===== src/rtl/pyr_pkg.sv =====
// Shared constants and helpers for the image pyramid stages.
package pyr_pkg;

    localparam int PIX_W           = 8;
    localparam int PIXELS_PER_BEAT = 16;
    localparam int IMAGE_DIM       = 512;
    localparam int COL_MAX         = IMAGE_DIM / PIXELS_PER_BEAT;

    // Frame width/height in pixels at a given pyramid level (level 0 = full size).
    function automatic int dim_at_level(input int level);
        return IMAGE_DIM >> level;
    endfunction

endpackage


===== src/rtl/pyr_beat_decimate.sv =====
// Even-pixel extraction: pixel 2k of a beat becomes pixel k of the half-beat.
// Kept separate so the expand stage can share the same lane mapping.
module pyr_beat_decimate #(
    parameter int PIXELS_PER_BEAT = pyr_pkg::PIXELS_PER_BEAT
) (
    input  logic [pyr_pkg::PIX_W*PIXELS_PER_BEAT-1:0]   beat_in,
    output logic [pyr_pkg::PIX_W*PIXELS_PER_BEAT/2-1:0] half_out
);
    import pyr_pkg::*;

    localparam int HALF_PIX = PIXELS_PER_BEAT / 2;

    // Odd pixels are deliberately dropped; they are folded into a parity
    // signal only so every input bit has a reader.
    logic [PIX_W-1:0] unused_odd;

    // Select even lanes into the packed half-beat.
    always_comb begin
        half_out   = '0;
        unused_odd = '0;
        for (int k = 0; k < HALF_PIX; k++) begin
            half_out[PIX_W*k +: PIX_W] = beat_in[2*PIX_W*k +: PIX_W];
            unused_odd                 = unused_odd ^ beat_in[(2*k+1)*PIX_W +: PIX_W];
        end
    end

endmodule


===== src/rtl/pyr_downsample.sv =====
// Pyramid REDUCE decimator: keeps even rows / even columns of the blurred
// stream and packs two decimated half-beats into one output beat.
module pyr_downsample #(
    parameter int PIXELS_PER_BEAT = pyr_pkg::PIXELS_PER_BEAT,
    parameter int IMAGE_DIM       = pyr_pkg::IMAGE_DIM,
    parameter int DATA_WIDTH      = pyr_pkg::PIX_W * PIXELS_PER_BEAT
) (
    input  logic                  clk,
    input  logic                  reset,
    input  logic                  stall,
    input  logic                  in_valid,
    input  logic                  in_sof,
    input  logic [DATA_WIDTH-1:0] in_frame,
    output logic                  out_valid,
    output logic                  out_eol,
    output logic                  out_eof,
    output logic [DATA_WIDTH-1:0] out_frame
);
    import pyr_pkg::*;

    localparam int COLS   = IMAGE_DIM / PIXELS_PER_BEAT;
    localparam int CW     = $clog2(COLS);
    localparam int RW     = $clog2(IMAGE_DIM);
    localparam int HALF_W = DATA_WIDTH / 2;

    localparam logic [CW-1:0] COL_LAST = CW'(COLS - 1);
    localparam logic [RW-1:0] ROW_LAST = RW'(IMAGE_DIM - 1);
    localparam logic [RW-1:0] ROW_EOF  = RW'(IMAGE_DIM - 2);

    logic [CW-1:0]         col_cnt_q, col_cnt_d;
    logic [RW-1:0]         row_cnt_q, row_cnt_d;
    logic [HALF_W-1:0]     hold_q, hold_d;
    logic                  out_valid_q, out_valid_d;
    logic                  out_eol_q, out_eol_d;
    logic                  out_eof_q, out_eof_d;
    logic [DATA_WIDTH-1:0] out_frame_q, out_frame_d;

    logic [HALF_W-1:0]     half;
    logic                  accept;
    logic [CW-1:0]         eff_col;
    logic [RW-1:0]         eff_row;
    logic                  kept_row;

    pyr_beat_decimate #(
        .PIXELS_PER_BEAT (PIXELS_PER_BEAT)
    ) u_decimate (
        .beat_in  (in_frame),
        .half_out (half)
    );

    // Position tracking, hold capture and output packing for the accepted beat.
    // in_sof overrides the counters so the beat is always row 0 / col 0; since
    // col 0 is even, a sof beat simply overwrites any pending hold half.
    always_comb begin
        accept   = in_valid & ~stall;
        eff_col  = in_sof ? '0 : col_cnt_q;
        eff_row  = in_sof ? '0 : row_cnt_q;
        kept_row = ~eff_row[0];

        col_cnt_d   = col_cnt_q;
        row_cnt_d   = row_cnt_q;
        hold_d      = hold_q;
        out_valid_d = out_valid_q;
        out_eol_d   = out_eol_q;
        out_eof_d   = out_eof_q;
        out_frame_d = out_frame_q;

        if (accept) begin
            if (eff_col == COL_LAST) begin
                col_cnt_d = '0;
                row_cnt_d = (eff_row == ROW_LAST) ? '0 : eff_row + 1'b1;
            end else begin
                col_cnt_d = eff_col + 1'b1;
                row_cnt_d = eff_row;
            end
            if (kept_row && !eff_col[0]) begin
                hold_d = half;
            end
        end

        // Outputs only move on unstalled cycles, so a stalled beat is held.
        if (!stall) begin
            out_valid_d = accept & kept_row & eff_col[0];
            out_eol_d   = out_valid_d & (eff_col == COL_LAST);
            out_eof_d   = out_eol_d & (eff_row == ROW_EOF);
            if (out_valid_d) begin
                out_frame_d = {half, hold_q};
            end
        end
    end

    // State registers with synchronous reset.
    always_ff @(posedge clk) begin
        if (reset) begin
            col_cnt_q   <= '0;
            row_cnt_q   <= '0;
            hold_q      <= '0;
            out_valid_q <= 1'b0;
            out_eol_q   <= 1'b0;
            out_eof_q   <= 1'b0;
            out_frame_q <= '0;
        end else begin
            col_cnt_q   <= col_cnt_d;
            row_cnt_q   <= row_cnt_d;
            hold_q      <= hold_d;
            out_valid_q <= out_valid_d;
            out_eol_q   <= out_eol_d;
            out_eof_q   <= out_eof_d;
            out_frame_q <= out_frame_d;
        end
    end

    assign out_valid = out_valid_q;
    assign out_eol   = out_eol_q;
    assign out_eof   = out_eof_q;
    assign out_frame = out_frame_q;

endmodule

===== config.mk =====
export PLATFORM = sky130hd
export DESIGN_NAME = pyr_downsample
export DESIGN_NICKNAME = d
export VERILOG_FILES = /design/src/rtl/pyr_pkg.sv /design/src/rtl/pyr_beat_decimate.sv /design/src/rtl/pyr_downsample.sv
export SDC_FILE = /design/constraint.sdc
export NUM_CORES = 1
export LEC_CHECK = 0
export CAP_MARGIN = 20
export CELL_PAD_IN_SITES_DETAIL_PLACEMENT = 1
export CELL_PAD_IN_SITES_GLOBAL_PLACEMENT = 2
export CORE_UTILIZATION = 27
export CTS_BUF_LIST = sky130_fd_sc_hd__clkbuf_16
export DETAILED_ROUTE_END_ITERATION = 7
export HOLD_SLACK_MARGIN = 0.08
export MAX_ROUTING_LAYER = met4
export PLACE_DENSITY = 0.92
export SYNTH_ARGS = -nofsm -noshare
export SYNTH_HDL_FRONTEND = slang
export SYNTH_SLANG_ARGS = --single-unit
export TNS_END_PERCENT = 30

===== constraint.sdc =====
create_clock -name clk -period 6.2 [get_ports clk]
set_input_delay 1.24 -clock clk [delete_from_list [all_inputs] [get_ports clk]]
set_output_delay 1.24 -clock clk [all_outputs]
set_load 0.02 [all_outputs]

=== Word-level counts from Yosys, hierarchy flattened ===
Index checks and enable logic that the tools add are counted.

* Add/sub/neg operators: 2
* Equality and inequality tests: 3
* Mux-type cells: 5
* Bitwise operators: 7
* Reductions and logical operators: 4

{| class="wikitable"
|+ Operators by type and width
! operator !! count
|-
| $mux W9 || 3
|-
| $eq A9 B9 Y1 const B || 2
|-
| $mux W5 || 2
|-
| $add A9 B1 Y9 const B || 1
|-
| $add A5 B1 Y5 const B || 1
|-
| $and A1 B1 Y1 || 5
|-
| $eq A5 B5 Y1 const B || 1
|-
| $reduce_and A2 Y1 || 2
|-
| $not A1 Y1 || 2
|-
| $logic_and A1 B1 Y1 || 1
|-
| $logic_not A1 Y1 || 1
|}

* Register bits: 209
* Bits of input ports: 133
* Output and inout bits: 131
* Logic and storage cells: 28

=== Logic depth before layout (Yosys ltp) ===
Gate-level depths: netlist (run 1).

* Depth after elaboration: 6
* Mapped depth: 9
* Gate-level depth less buffers: 9

=== Cells and area by module ===
Synthesis (run 1) repeated with hierarchy kept, for this count alone.

* Cell total of the unflattened synthesis: 1015
* Area, all modules: 8057.7 um^2

{| class="wikitable"
|+ Modules (own cells, without submodules)
! module !! instances !! cells each !! area an instance (um^2) !! sequential area each (um^2)
|-
| pyr_downsample || 1 || 951 || 7577.3 || 4184.0
|-
| pyr_beat_decimate || 1 || 64 || 480.5 || 0.0
|}

=== Worst setup path before layout (run 1) ===
No wires, ideal clock.

* Kind: input -> register
* Start point: in in_sof
* End point: reg row_cnt_q[4]
* Setup time: 70 ps
* Arrival: 3056 ps
* Data required time: 6130 ps
* Slack: 3074 ps
* Stages on the path: 9
* Path buffers: 1
* Cells stage by stage: buf_2 -> nor2b_1 -> ha_1 -> and4b_1 -> ha_1 -> and4b_4 -> and3_4 -> or4b_1 -> a21oi_1

* Longest elaborated chain between the ends: 4
* Elaborated cells on any way between the ends: 7
* Those cells by class: 1 x add/sub; 2 x eq/ne; 4 x mux

{| class="wikitable"
|+ Ends and longest elaborated chain
! element !! RTL line !! text
|-
| from (decl) || pyr_downsample.sv:12 || <nowiki>input logic in_sof,</nowiki>
|-
| $mux W9 || pyr_downsample.sv:57 || <nowiki>eff_row = in_sof ? '0 : row_cnt_q;</nowiki>
|-
| $add A9 B1 Y9 or $eq A9 B9 Y1 (tied branches) || pyr_downsample.sv:71 || <nowiki>row_cnt_d = (eff_row == ROW_LAST) ? '0 : eff_row + 1'b1;</nowiki>
|-
| $mux W9 || pyr_downsample.sv:71 ||
|-
| $mux W9 (*) || pyr_downsample.sv:69 || <nowiki>if (eff_col == COL_LAST) begin</nowiki>
|-
| to (signal assigned) || pyr_downsample.sv:104 || <nowiki>row_cnt_q <= row_cnt_d;</nowiki>
|-
| to (decl) || pyr_downsample.sv:31 || <nowiki>logic [RW-1:0] row_cnt_q, row_cnt_d;</nowiki>
|}

Mark *: on every way between the ends. The rest lies on a longest branch, timed or not.
A chain may end at the register's enable or synchronous reset.

=== Worst setup path after layout (run 1) ===
Ends and elaborated chain as after synthesis.

==> results of run 1 <==
[layout by cell type, fill, tap and decap left out, types with 2 or more instances in the layout]
cell type and n:
o21ai_0 4, nor2b_1 7, clkinv_2 6, clkdlybuf4s50_1 198, a21oi_1 203, dfxtp_1 209, inv_1 5, nor2_1 11
ha_1 5, a32oi_1 5, nand2_1 397, nand2b_1 4, clkbuf_16 25, buf_4 9, a311oi_1 2, nor3_1 2
nand4_1 4, nand4b_1 2, clkinv_1 4, a22oi_1 2
[cells in the mapped netlist (2+ instances only)]
cell type,number
nand4_1,4
or3_1,2
dfxtp_1,209
o21ai_0,4
ha_1,5
a32oi_1,5
a21oi_1,203
a22oi_1,2
inv_1,2
nor2_1,11
nor3_1,2
buf_2,30
nand2b_1,4
nand4b_1,2
a311oi_1,2
buf_6,10
clkbuf_1,30
nand2_1,397
nor2b_1,7
[worst max-delay path: stages]
cell	delay (ps)
clkdlybuf4s50_1	470
buf_4	270
nand2b_1	240
inv_1	90
ha_1	240
and4b_1	200
ha_1	400
and4b_4	310
and3_4	190
or4b_1	470
a21oi_1	130
[state kept, by name, indices dropped and copies added, names as in the netlist]
name       flops
out_eof        1
hold_q        64
out_valid      1
out_frame    128
out_eol        1
row_cnt_q      9
col_cnt_q      5
[layout make-up]
class / instances / area [um2] / area share
repair buffers: 208 / 2060 / 0.197
clock inverters: 14 / 86.3 / 0.00825
flip-flops and latches: 209 / 4180 / 0.400
inverters: 2 / 7.51 / 0.000718
clock buffers: 25 / 626 / 0.0598
well taps: 372 / 465 / 0.0445
multi-input cells: 670 / 3030 / 0.290
[cells by family after synthesis]
| group | count (synthesis) | synth area share |
|---|---|---|
| xor gates and xnor gates | 1 | 0.00116 |
| and+or+nand+nor | 438 | 0.231 |
| DFF | 209 | 0.552 |
| buffers and inverters | 72 | 0.0505 |
| adders and majority gates | 5 | 0.00826 |
| AOI/OAI and AO/OA | 226 | 0.157 |
[power by group through the flow]
| stage | logic, mW | registers [mW] | clock network (mW) |
|---|---|---|---|
| after floorplan | 0.0771 | 1.42 | 0 |
| after global placement | 0.171 | 1.41 | 0 |
| after detailed placement | 0.172 | 1.41 | 0 |
| after CTS | 0.173 | 1.38 | 1.35 |
| after global routing | 0.187 | 1.38 | 1.41 |
| final | 0.169 | 1.38 | 1.30 |
[metrics by stage]
| stage | cells | setup slack, ps | power [mW] | util | hold WS (ps) |
|---|---|---|---|---|---|
| floorplan | 951 | 3070 | 1.49 | - | 432 |
| global placement | 1461 | 1920 | 1.58 | 0.358 | 438 |
| detailed placement | 1461 | 1890 | 1.58 | 0.358 | 446 |
| CTS | 1500 | 2400 | 2.91 | 0.384 | 451 |
| global route | 1500 | 2240 | 2.98 | 0.384 | 463 |
| finish | 1500 | 2370 | 2.85 | 0.384 | 449 |
[path summary, 6_finish.rpt]
check                                          startpoint                        end  slack (ps)  cells past startpoint
worst max-delay path                               in_sof  row_cnt_q[4]$_SDFFE_PP0N_        2370                     11
worst min-delay path               hold_q[6]$_SDFFE_PP0P_  out_frame[6]$_SDFFE_PP0P_         450                      2
worst max register to register  col_cnt_q[0]$_SDFFE_PP0N_  row_cnt_q[4]$_SDFFE_PP0N_        3550                      9
worst min register to register     hold_q[6]$_SDFFE_PP0P_  out_frame[6]$_SDFFE_PP0P_         450                      2
[per-layer routing]
layer | global-route usage | wire length (um) | vias up
met3 | 0.0436 | 1510 | 29
li1 | - | - | 3428
met5 | - | 0 | -
met2 | 0.265 | 10400 | 160
met4 | 0.0345 | 348 | 0
met1 | 0.187 | 10000 | 3243
==> flow_metrics.py, run 1 <==
metrics = {
    "drt": {
        "via_count": 6860,
        "drtPass1Iterations": 4,
        "vias_per_cell": 4.57,
        "wl_um": 22300,
        "drtIter0Drc": 335,
        "drtAntennaViolNets": 0,
        "drc": 0,
        "routedWlPerCell_um": 14.9,
    },
    "job": {
        "cap_viol_max_count": 0,
    },
    "clock_network": {
        "root_buffer": "clkbuf_16",
        "cts_buffers": 24,
        "clkLatencyLatePin_ps": 510,
        "cts_buffer_depth": 3,
        "cts_tree": "done",
        "htreeDepth": 1,
        "holdBufCountCts": 0,
        "cts.clk_slew.worst_paths_ps": 60,
        "post_cts_resized": 0,
        "cts_num_sinks": 209,
        "postCtsSetupBuffers": 0,
    },
    "global_routing": {
        "grt.total_usage": 0.158,
        "antenna_found_initial": 0,
        "overflow": 0,
        "grt_pass1_wl_um": 35800,
        "grt_pass1_vias": 6955,
        "grt_max_degree": 144,
    },
    "power": {
        "p_per_area_nw_per_um2": 273,
        "ir_drop_mv": 0.175,
        "p_comb_frac": 0.059,
        "p_clk_frac": 0.456,
        "switching_share": 0.228,
        "p_switching_uw": 652,
        "pwr-share-seq": 0.485,
        "p_leak_nw": 3.46,
        "p_int_mw": 2.20,
    },
    "worst_setup_path": {
        "cp_max_fo": 23,
        "required_ps": 6620,
        "path_class": "in2reg",
        "arrival_ps": 4250,
        "worst_setup_path_end_kind": "register",
        "start_kind": "input port",
    },
    "sta": {
        "fin_crit_ps": 3830,
        "hold_viol_final": 0,
        "slew_headroom": 0.258,
        "tightestPinTransition_ps": 1110,
        "setup_violations": 0,
        "finClkSkew_ps": 7.54,
        "drv_slew": 0,
        "rsz0062_at_grt": "no",
        "fmax_ghz": 0.261,
        "fin_crit_sh": 0.618,
        "setup_tns_ps": 0,
    },
    "yosys": {
        "ys_types": 39,
        "yosys_warnings": 0,
        "seq_area_frac_synth": 0.552,
        "synth_edf_count": 0,
        "syn-num-nets": 1089,
        "syn_area_um2": 7580,
        "synthFlopType": "dfxtp_1",
        "yosysTopAreaCellShare": 0.552,
        "syn_area_per_cell_um2": 7.97,
        "synth_area_leaders": "dfxtp_1, nand2_1, a21oi_1",
        "postSynthCellCount": 951,
        "async_reset_ff_frac": 0,
        "yosysTopAreaCell": "dfxtp_1",
        "yosys_register_bits": 209,
    },
    "floorplan": {
        "num_rows": 60,
        "die_h_um": 170,
        "ioPinCount": 264,
        "fp.dieW_um": 170,
        "initial_core_util": 0.278,
        "core-area_um2": 27300,
        "dieArea_um2": 28700,
    },
    "hold_path": {
        "hp-class": "reg2reg",
    },
    "place": {
        "place.gp.congestion": 0.723,
        "dp_hpwl_um": 13900,
        "io_buffers": 199,
        "dpl_cell_area_um2": 9750,
    },
    "status": {
        "status": "completed",
    },
    "final_layout": {
        "drive_above_1_share": 0.0434,
        "n_antenna_cell": 0,
        "syn_to_final_growth_pct": 38.0,
        "finalNetCount": 1253,
        "n_fill_cell": 3243,
        "stdcell_area_um2": 10500,
    },
}
Power figures use the tool's default switching activity.
==> run 2: changes to the inputs <==
--- a/config.mk
+++ b/config.mk
@@ -8,12 +8,12 @@
 export CAP_MARGIN = 20
 export CELL_PAD_IN_SITES_DETAIL_PLACEMENT = 1
 export CELL_PAD_IN_SITES_GLOBAL_PLACEMENT = 2
-export CORE_UTILIZATION = 27
+export CORE_UTILIZATION = 22
 export CTS_BUF_LIST = sky130_fd_sc_hd__clkbuf_16
 export DETAILED_ROUTE_END_ITERATION = 7
 export HOLD_SLACK_MARGIN = 0.08
 export MAX_ROUTING_LAYER = met4
-export PLACE_DENSITY = 0.92
+export PLACE_DENSITY = 0.81
 export SYNTH_ARGS = -nofsm -noshare
 export SYNTH_HDL_FRONTEND = slang
 export SYNTH_SLANG_ARGS = --single-unit
==> constraint.sdc (replaced) <==
create_clock -name clk -period 3.1 [get_ports clk]
set_input_delay 0.62 -clock clk [delete_from_list [all_inputs] [get_ports clk]]
set_output_delay 0.62 -clock clk [all_outputs]
set_load 0.02 [all_outputs]
==> flow_metrics.py, run 2 (synthesis results as in run 1) <==
metrics = {
    "status": {
        "status": "completed",
    },
    "clock_network": {
        "cts_buffer_depth": 3,
        "holdBufCountCts": 0,
        "root_buffer": "clkbuf_16",
        "htreeDepth": 1,
        "post_cts_resized": 0,
        "clkLatencyLatePin_ps": 520,
        "cts.clk_slew.worst_paths_ps": 60,
        "postCtsSetupBuffers": 0,
        "cts_buffers": 25,
        "cts_tree": "done",
        "cts_num_sinks": 209,
    },
    "global_routing": {
        "grt_pass1_vias": 6854,
        "overflow": 0,
        "antenna_found_initial": 0,
        "grt.total_usage": 0.133,
        "grt_max_degree": 70,
        "grt_pass1_wl_um": 37400,
    },
    "power": {
        "power.total_mw": 5.90,
        "ir_drop_mv": 0.361,
        "p_per_area_nw_per_um2": 548,
        "p_leak_nw": 3.56,
    },
    "final_layout": {
        "stdcell_count": 1591,
        "n_antenna_cell": 0,
        "mostFrequentLayoutCells": "nand2_1, dfxtp_1, a21oi_1",
        "n_fill_cell": 4046,
        "drive_above_1_share": 0.0516,
        "finalNetCount": 1263,
        "syn_to_final_growth_pct": 42.1,
        "largest_reg_flops": 128,
        "final_common_cell": "nand2_1",
    },
    "worst_setup_path": {
        "required_ps": 3540,
        "worst_setup_path_end_kind": "register",
        "critPathMaxStageDelay_ps": 500,
        "arrival_ps": 2950,
        "start_kind": "input port",
        "cp_max_fo": 5,
        "slowest_stage": "clkdlybuf4s50_1",
        "crit_chain": "clkdlybuf4s50_1 > nand2b_1 > inv_1 > ha_1 > and4b_1 > ha_1 > and4b_4 > and3_4 > or4b_1 > a21oi_1",
        "crit_top_cell": "ha_1",
        "path_class": "in2reg",
    },
    "place": {
        "placed_cells": 1546,
        "dpl_worst_slack_ps": 83.7,
        "io_buffers": 199,
        "dp_hpwl_um": 15100,
        "place.gp.congestion": 0.760,
    },
    "sta": {
        "slew_headroom": 0.667,
        "setup_violations": 0,
        "tightestPinTransition_ps": 498,
        "fin_crit_sh": 0.809,
        "rsz0062_at_grt": "no",
        "finClkSkew_ps": 8.07,
        "fmax_ghz": 0.399,
        "fin_crit_ps": 2510,
        "hold_viol_final": 0,
        "drv_slew": 0,
        "setup_tns_ps": 0,
        "setup_ws_ps": 593,
    },
    "floorplan": {
        "fp.dieW_um": 188,
        "ioPinCount": 264,
        "num_rows": 67,
        "initial_core_util": 0.225,
        "dieArea_um2": 35200,
        "core-area_um2": 33700,
        "die_h_um": 188,
    },
    "drt": {
        "via_count": 6980,
        "drtIter0Drc": 288,
        "drc": 0,
        "drtAntennaViolNets": 0,
        "routedWlPerCell_um": 14.8,
        "vias_per_cell": 4.39,
        "drtPass1Iterations": 4,
        "wl_um": 23500,
    },
    "job": {
        "cap_viol_max_count": 0,
    },
    "hold_path": {
        "hp-class": "reg2reg",
    },
}
==> run 2: path summary, 6_finish.rpt <==
check                                               start                         end  slack, ps  depth (start not counted)
worst max-delay path                               in_sof   row_cnt_q[4]$_SDFFE_PP0N_        590                         10
worst min-delay path              hold_q[57]$_SDFFE_PP0P_  out_frame[57]$_SDFFE_PP0P_        450                          2
worst max register to register  col_cnt_q[0]$_SDFFE_PP0N_   row_cnt_q[4]$_SDFFE_PP0N_        880                          9
worst min register to register    hold_q[57]$_SDFFE_PP0P_  out_frame[57]$_SDFFE_PP0P_        450                          2
==> run 2: per-stage QoR <==
| stage | cell area, um2 | hold slack (ps) | util |
|---|---|---|---|
| CTS | 10800 | 453 | 0.320 |
| global route | 10800 | 470 | 0.320 |
| detailed placement | 10000 | 445 | 0.297 |
| finish | 10800 | 449 | 0.320 |
| floorplan | 7580 | 432 | - |
| global placement | 10000 | 437 | 0.297 |
==> run 2: cell type report <==
cell class              instances  area (um2)  share of cell area
repair buffers                217        2220               0.206
well taps                     448         561              0.0521
multi-input cells             670        3030               0.281
inverters                       2        7.51            0.000697
clock buffers                  25         626              0.0581
clock inverters                20         144              0.0134
flip-flops and latches        209        4180               0.389
==> run 2: critical path, delay by kind of cell <==
kind	cells	cell delay (ps)
simple gates	5	1160
buf+inv	2	560
fa+ha+maj	2	460
compound gates	1	140
==> run 2: report_power, final <==
group | switching (mW) | leakage [nW] | internal (mW)
clock network | 1.16 | 0.394 | 1.62
registers | 0.0257 | 1.69 | 2.74
logic | 0.201 | 1.48 | 0.155
==> run 2: routing by layer <==
layer  GRT usage  share of wire  vias to the layer above
met4      0.0319          0.022                        0
met5           -              0                        -
met3      0.0329          0.057                       32
li1            -              -                     3461
met2       0.214           0.46                      158
met1       0.166           0.46                     3329
==> run 3: changes to the inputs <==
==> constraint.sdc (replaced) <==
create_clock -name clk -period 2.1 [get_ports clk]
set_input_delay 0.42 -clock clk [delete_from_list [all_inputs] [get_ports clk]]
set_output_delay 0.42 -clock clk [all_outputs]
set_load 0.02 [all_outputs]
==> flow_metrics.py, run 3 (synthesis results as in run 1) <==
metrics = {
    "hold_path": {
        "hp-class": "in2reg",
    },
    "drt": {
        "wl_um": 23800,
        "drtPass1Iterations": 4,
        "drc": 0,
        "via_count": 7165,
        "routedWlPerCell_um": 14.6,
        "drtAntennaViolNets": 0,
        "vias_per_cell": 4.40,
        "drtIter0Drc": 251,
    },
    "worst_setup_path": {
        "crit_cells": 8,
        "required_ps": 2550,
        "timing.rr.start": "col_cnt_q[1]$_SDFFE_PP0N_",
        "worst_setup_path_end_kind": "register",
        "critPathMaxStageDelay_ps": 470,
        "start_kind": "register",
        "slowest_stage": "or4b_4",
        "cp_max_fo": 3,
        "critPathTopFamily": "simple AND/OR/NAND/NOR gates",
        "r2r.worst_path.cells": 8,
        "cp.buffers_inverters": 0,
        "r2r_slack_ps": 50,
        "crit_start": "col_cnt_q[1]$_SDFFE_PP0N_",
        "path_class": "reg2reg",
        "arrival_ps": 2500,
        "crit_chain": "nor2b_2 > ha_2 > and4b_1 > ha_2 > and4b_4 > and3_4 > or4b_4 > a21oi_2",
        "crit_top_cell": "ha_2",
        "worstSetupEndpoint": "row_cnt_q[4]$_SDFFE_PP0N_",
        "r2r_end": "row_cnt_q[4]$_SDFFE_PP0N_",
    },
    "global_routing": {
        "grt_pass1_wl_um": 38200,
        "grt_pass1_vias": 7285,
        "overflow": 0,
        "grt_max_degree": 59,
        "grt.total_usage": 0.136,
        "antenna_found_initial": 0,
    },
    "sta": {
        "setup_violations": 0,
        "setup_tns_ps": 0,
        "fin_crit_sh": 0.977,
        "slew_headroom": 0.699,
        "finClkSkew_ps": 6.98,
        "tightestPinTransition_ps": 451,
        "drv_slew": 0,
        "rsz0062_at_grt": "yes",
        "fmax_ghz": 0.488,
        "hold_viol_final": 0,
        "fin_crit_ps": 2050,
    },
    "job": {
        "cap_viol_max_count": 0,
    },
    "power": {
        "p_leak_nw": 3.75,
        "p_per_area_nw_per_um2": 761,
        "ir_drop_mv": 0.517,
        "power.total_mw": 8.47,
        "switching_share": 0.238,
        "p_clk_frac": 0.451,
        "p_switching_mw": 2.02,
        "p_int_mw": 6.45,
        "p_comb_frac": 0.067,
        "pwr-share-seq": 0.482,
    },
    "floorplan": {
        "initial_core_util": 0.225,
        "ioPinCount": 264,
        "dieArea_um2": 35200,
        "fp.dieW_um": 188,
        "num_rows": 67,
        "die_h_um": 188,
        "core-area_um2": 33700,
    },
    "place": {
        "dp_hpwl_um": 16100,
        "place.gp.congestion": 0.767,
        "io_buffers": 199,
    },
    "clock_network": {
        "clkLatencyLatePin_ps": 520,
        "holdBufCountCts": 0,
        "cts_num_sinks": 209,
        "root_buffer": "clkbuf_16",
        "cts_tree": "done",
        "cts_buffer_depth": 3,
        "htreeDepth": 1,
        "cts.clk_slew.worst_paths_ps": 60,
        "cts_buffers": 25,
    },
    "final_layout": {
        "n_fill_cell": 4020,
        "syn_to_final_growth_pct": 46.9,
        "finalNetCount": 1302,
        "n_antenna_cell": 0,
        "fin_util": 0.330,
        "drive_above_1_share": 0.0932,
        "mostFrequentLayoutCells": "nand2_1, dfxtp_1, a21oi_1",
        "final_common_cell": "nand2_1",
        "largest_reg_flops": 128,
    },
    "status": {
        "status": "completed",
    },
}
==> run 3: changes by cell type in the layout (fill, tap and decap cells not counted), moves of 2 or more <==
cell / change
ha_2: +2
nand2_1: -2
clkinv_1: +3
nand2_2: +2
ha_1: -2
dfxtp_2: +2
dfxtp_1: -2
inv_1: -5
buf_12: +7
bufinv_16: -2
buf_4: +32
==> run 3: metrics by stage <==
stage / hold slack (ps) / instance area [um2] / setup slack [ps] / instances
global route: 305 / 11100 / -38.3 / 1628
finish: 312 / 11100 / 48.8 / 1628
floorplan: 432 / 7600 / -65.9 / 951
global placement: 437 / 10400 / -581 / 1580
CTS: 289 / 11100 / 4.67 / 1625
detailed placement: 445 / 10400 / -625 / 1580
==> run 3: how the worst min path moves through the flow <==
stage,startpoint,to,cells after the start
CTS,reset,row_cnt_q[8]$_SDFFE_PP0N_,2
global placement,hold_q[54]$_SDFFE_PP0P_,out_frame[54]$_SDFFE_PP0P_,2
detailed placement,hold_q[19]$_SDFFE_PP0P_,out_frame[19]$_SDFFE_PP0P_,2
floorplan,col_cnt_q[4]$_SDFFE_PP0N_,col_cnt_q[4]$_SDFFE_PP0N_,2
global route,reset,out_eol$_SDFFE_PP0N_,2
finish,reset,out_eol$_SDFFE_PP0N_,2
==> run 3: layout make-up <==
class / instances / area [um2] / area share
clock buffer: 25 / 626 / 0.0562
clock inverter: 18 / 86.3 / 0.00776
inverter: 2 / 7.51 / 0.000675
multi-input combinational: 670 / 3070 / 0.276
sequential: 209 / 4190 / 0.376
tap: 448 / 561 / 0.0504
timing repair buffer: 256 / 2590 / 0.233
==> run 3: power by group through the flow <==
stage	Combinational [mW]	Sequential [mW]	Clock, mW
floorplan	0.230	4.18	0
global placement	0.571	4.17	0
detailed placement	0.577	4.17	0
CTS	0.580	4.08	3.97
global route	0.623	4.09	4.16
finish	0.569	4.08	3.82
==> run 3: what timing repair did <==
| item | in CTS | in global routing |
|---|---|---|
| hold endpoints to repair | 0 | 0 |
| setup buffers | 2 | 3 |
| endpoints found under the setup margin | 5 | 5 |
| gates resized for setup | 2 | 9 |
| pin swaps | 1 | 5 |
==> run 3: metal layers <==
metal  share of wire  global-route usage
met1            0.45               0.164
met2            0.47               0.225
met3           0.060              0.0357
met4           0.020              0.0310
met5               0                   -
